==> config.mk <==
export PLATFORM = sky130hd
export DESIGN_NAME = rr_decode_arbiter
export DESIGN_NICKNAME = d
export VERILOG_FILES = /design/src/rtl/rr_decode_arbiter.sv
export SDC_FILE = /design/constraint.sdc
export NUM_CORES = 1
export LEC_CHECK = 0
export ABC_AREA = 1
export BUFFER_PORTS_ARGS = -buffer_cell sky130_fd_sc_hd__buf_4
export CAP_MARGIN = 25
export CORE_UTILIZATION = 29
export DETAILED_ROUTE_END_ITERATION = 8
export PLACE_DENSITY_LB_ADDON = 0.2
export SYNTH_ARGS = -nofsm -noshare
export SYNTH_HDL_FRONTEND = slang
export SYNTH_SLANG_ARGS = --single-unit
==> constraint.sdc <==
create_clock -name clk -period 3.6 [get_ports clk]
set_input_delay 0.18 -clock clk [delete_from_list [all_inputs] [get_ports clk]]
set_output_delay 0.18 -clock clk [all_outputs]
set_load 0.03 [all_outputs]
==> src/rtl/rr_decode_arbiter.sv <==
// Round-robin arbiter for 8 requesters with registered active-low one-hot grants,
// a per-grant hold limit and an all-deasserted guard gap between owners.
module rr_decode_arbiter #(
  parameter int unsigned MAX_HOLD  = 16,
  parameter int unsigned GUARD_CYC = 1
) (
  input  logic       clk,
  input  logic       rst_n,
  input  logic       en,
  input  logic [7:0] req,
  output logic [7:0] gnt_n,
  output logic [2:0] sel,
  output logic       gnt_valid,
  output logic       timeout
);

  localparam int unsigned HW = $clog2(MAX_HOLD) + 1;
  localparam logic [HW-1:0] HOLD_LAST  = HW'((MAX_HOLD == 0) ? 0 : MAX_HOLD - 1);
  localparam logic [3:0]    GUARD_INIT = 4'(GUARD_CYC - 1);
  localparam bit            HOLD_LIMIT = (MAX_HOLD != 0);

  typedef enum logic [1:0] {IDLE, GRANT, GUARD} state_t;

  state_t        state, state_nxt;
  logic [2:0]    ptr, ptr_nxt;
  logic [HW-1:0] hold_cnt, hold_nxt;
  logic [3:0]    guard_cnt, guard_nxt;
  logic [7:0]    gnt_n_nxt;
  logic [2:0]    sel_nxt;
  logic          gnt_valid_nxt, timeout_nxt;

  logic          found;
  logic [2:0]    pick;
  logic          rel_req, rel_en, rel_hold;

  // Rotating scan: the requester just after the last grantee has top priority.
  always_comb begin
    found = 1'b0;
    pick  = '0;
    for (int i = 1; i <= 8; i++) begin
      if (!found && req[ptr + 3'(i)]) begin
        found = 1'b1;
        pick  = ptr + 3'(i);
      end
    end
  end

  assign rel_req  = !req[sel];
  assign rel_en   = !en;
  assign rel_hold = HOLD_LIMIT && (hold_cnt == HOLD_LAST);

  // NOTE: every always_comb output gets a default first, so no path can infer a latch.
  always_comb begin
    state_nxt     = state;
    ptr_nxt       = ptr;
    hold_nxt      = hold_cnt;
    guard_nxt     = guard_cnt;
    gnt_n_nxt     = gnt_n;
    sel_nxt       = sel;
    gnt_valid_nxt = gnt_valid;
    timeout_nxt   = 1'b0;

    case (state)
      IDLE: begin
        if (en && found) begin
          state_nxt     = GRANT;
          gnt_n_nxt     = ~(8'h01 << pick);
          sel_nxt       = pick;
          gnt_valid_nxt = 1'b1;
          hold_nxt      = '0;
        end
      end
      GRANT: begin
        if (hold_cnt != '1) hold_nxt = hold_cnt + 1'b1;
        if (rel_req || rel_en || rel_hold) begin
          state_nxt     = GUARD;
          gnt_n_nxt     = 8'hFF;
          gnt_valid_nxt = 1'b0;
          ptr_nxt       = sel;
          guard_nxt     = GUARD_INIT;
          // Flag a timeout only when the hold limit alone forced the release.
          timeout_nxt   = rel_hold && !rel_req && !rel_en;
        end
      end
      GUARD: begin
        if (guard_cnt == '0) state_nxt = IDLE;
        else                 guard_nxt = guard_cnt - 1'b1;
      end
      default: state_nxt = IDLE;
    endcase
  end

  // NOTE: sequential state uses non-blocking assignments so all registers update together.
  always_ff @(posedge clk or negedge rst_n) begin
    if (!rst_n) begin
      state     <= IDLE;
      ptr       <= 3'd7;
      hold_cnt  <= '0;
      guard_cnt <= '0;
      gnt_n     <= 8'hFF;
      sel       <= '0;
      gnt_valid <= 1'b0;
      timeout   <= 1'b0;
    end else begin
      state     <= state_nxt;
      ptr       <= ptr_nxt;
      hold_cnt  <= hold_nxt;
      guard_cnt <= guard_nxt;
      gnt_n     <= gnt_n_nxt;
      sel       <= sel_nxt;
      gnt_valid <= gnt_valid_nxt;
      timeout   <= timeout_nxt;
    end
  end

endmodule

==> results.yml <==
clocking:
  cts_buffers: 3
  cts_root_buffer: "clkbuf_8"
  post_cts_buffers: 0
  hold_buffers: 1
  cts_resized: 0
  tritoncts: "done"
  cts.sinks: 27
  clk-insertion-delay-late_ps: 270
  htree_num_levels: 1
  clk_pin_slew_ps: 90
  cts.path.max_buffers: 2
synthesis:
  synthXorXnorAreaFrac: 0.02541
  syn-num-nets: 317
  synth_area_um2: 2068
  synth_seq_cells: 27
  ys_seq_area_frac: 0.3333
  synthMuxAreaShare: 0.004840
  synthDistinctLibCells: 31
  async_reset_ff_frac: 1.000
  synth-compound-area-share: 0.07199
  synthSimpleGateAreaFrac: 0.4410
  synthFlopType: "dfrtp_1"
  synth_fa_ha_area_frac: 0.03630
  synth_top_family_by_area: "simple AND/OR/NAND/NOR gates"
  postSynthCellCount: 300
  synth_enable_flop_cells: 0
  avgSynthCellArea_um2: 6.894
  yosysWarnings: 0
routing:
  avgViaCountPerCell: 4.674
  vias: 1963
  drt_first_pass_iters: 4
  avgRoutedWirePerCell_um: 12.23
  ant_nets: 0
  drc: 0
  drtIter0Drc: 88
  routed_wl_um: 5137
worst_setup_path:
  required_ps: 3810
  cp_common_cell: "nand3_2"
  max_stage_delay_ps: 720
  cp-start-kind: "register"
  rrSetupSlack_ps: 400
  cp_data_arrival_time_ps: 3410
  cp_top_family: "simple AND/OR/NAND/NOR gates"
  crit_type: "register to register"
  crit_chain: "inv_2 > ha_1 > inv_1 > nand3_2 > nand3_2 > nand2_2 > nor2_8 > nand4_4 > nor2_4 > nand3b_2 > nand3_2 > nand2_2 > nor2_1 > nor2_1"
  critical_path.max_fanout: 16
  crit_slowest_cell: "dfstp_2"
  cp.buffers_inverters: 2
  endpoint_kind: "register"
floorplanning:
  dieArea_um2: 7474
  row_count: 30
  start_util: 0.3027
  core_um2: 6832
  die_w_um: 86.45
  ios: 24
  die_h_um: 86.45
timing:
  relSlewSlack: 0.5771
  setup_viol: 0
  slew_viol_final: 0
  fin_hold_ws_ps: 245.2
  fin_tns_setup_ps: 0
  fin_crit_ps: 3203
  rsz0062_at_grt: "no"
  timing.fmax_ghz: 0.3122
  worstMarginPinSlew_ps: 630.1
  fin_crit_sh: 0.8897
  clock_skew_ps: 1.271
  final_hold_viol_count: 0
global_route:
  antenna_found_initial: 0
  grt_max_degree: 28
  grt_pass1_vias: 1899
  grt_pass1_wl_um: 8818
  grt_overflow: 0
  track_usage: 0.1460
worst_hold_path:
  hold_class: "input pin to register"
finish:
  fin_nets: 342
  drive_above_1_share: 0.1852
  syn_to_final_growth_pct: 15.00
  n_antenna_cell: 0
  fillers: 771
placed_design:
  gp_congestion: 0.9053
  hpwl_um: 4081
  io_buffers: 23
outcome:
  status: "completed"
run:
  drv_cap: 0
pwr:
  total_leakage_power_nw: 1.206
  peakVddDrop_mv: 0.3135
  powerDensity_nw_per_um2: 1039
## routing by layer
metal | track usage | vias up | share of wire
met3 | 0.01238 | 6 | 0.050
met5 | 0 | - | 0
met1 | 0.2046 | 889 | 0.50
met4 | 0.02727 | 0 | 0.0093
li1 | - | 1016 | -
met2 | 0.2475 | 52 | 0.44
## registers in the layout, summed over array words and instances (netlist names)
signal     cells
timeout        1
gnt_n          8
sel            3
state          2
ptr            3
hold_cnt       5
guard_cnt      4
gnt_valid      1
## Yosys cell counts (all sizes together) (4+ instances only)
| library cell | n | area (um^2) |
|---|---|---|
| nand3 | 42 | 245.2 |
| nand2 | 83 | 339.1 |
| buf | 5 | 45.04 |
| nor2 | 54 | 226.5 |
| inv | 35 | 131.4 |
| xnor2 | 4 | 35.03 |
| dfrtp | 16 | 400.4 |
| dfstp | 11 | 289.0 |
| nand4 | 11 | 83.83 |
| o21ai | 20 | 100.1 |
| ha | 6 | 75.07 |
## stage by stage
step           std cells  utilization  cell area (um^2)  power [W]  setup slack, ps
3_3_place_gp         415       0.3401              2323   0.002310            515.4
6_report             420       0.3482              2379   0.002472            397.1
5_1_grt              420       0.3482              2379   0.002754            137.3
2_1_floorplan        300            -              2068   0.001910            915.3
3_5_place_dp         415       0.3401              2323   0.002304            444.2
4_1_cts              420       0.3482              2379   0.002484            425.6
## tightest hold or removal path: stages
cell and delay [ps]:
buf_4 120, o221ai_1 110, nor2_1 70
## cells by family (layout without fill, tap and decap cells)
logic type / count (synthesis) / after routing
adder cells (fa/ha/maj): 6 / 6
AO/OA/AOI/OAI: 27 / 27
XOR/XNOR: 6 / 6
flip-flops: 27 / 27
AND/OR/NAND/NOR: 192 / 192
multiplexers: 1 / 1
buffers and inverters: 41 / 65
## final cells by class
type	count	area, um^2	share of cell area
multi-input combinational	232	1199	0.5039
sequential	27	689.4	0.2898
timing repair buffer	25	190.2	0.07996
inverter	36	135.1	0.05681
tap	96	120.1	0.05050
clock buffer	4	45.04	0.01894
## placed cells by master, fill, tap and decap left out, drive strengths merged, types with 2 or more instances in the layout
master | synthesis | final
inv | 35 | 35
nand2 | 83 | 83
a21oi | 2 | 2
buf | 5 | 24
nand4 | 11 | 11
dfrtp | 16 | 16
clkbuf | 0 | 4
dfstp | 11 | 11
nor2 | 54 | 54
o21ai | 20 | 20
xnor2 | 4 | 4
ha | 6 | 6
xor2 | 2 | 2
nand3 | 42 | 42
## worst paths after layout
kind                                      startpoint                    to  cells after the start
worst max register to register    ptr[0]$_DFFE_PN1P_  gnt_n[0]$_DFFE_PN1P_                     14
worst min-delay path                              en     timeout$_DFF_PN0_                      3
worst max-delay path              ptr[0]$_DFFE_PN1P_  gnt_n[0]$_DFFE_PN1P_                     14
min in group asynchronous                      rst_n     timeout$_DFF_PN0_                      2
max in group asynchronous                      rst_n    ptr[1]$_DFFE_PN1P_                      2
worst min register to register  gnt_n[6]$_DFFE_PN1P_  gnt_n[6]$_DFFE_PN1P_                      2
## power breakdown
group / internal (W) / switching, W
clock: 0.0000792 / 0.0000920
sequential: 0.000417 / 0.000113
combinational: 0.000552 / 0.00122
Note: power is estimated with default switching activity, not from simulation.
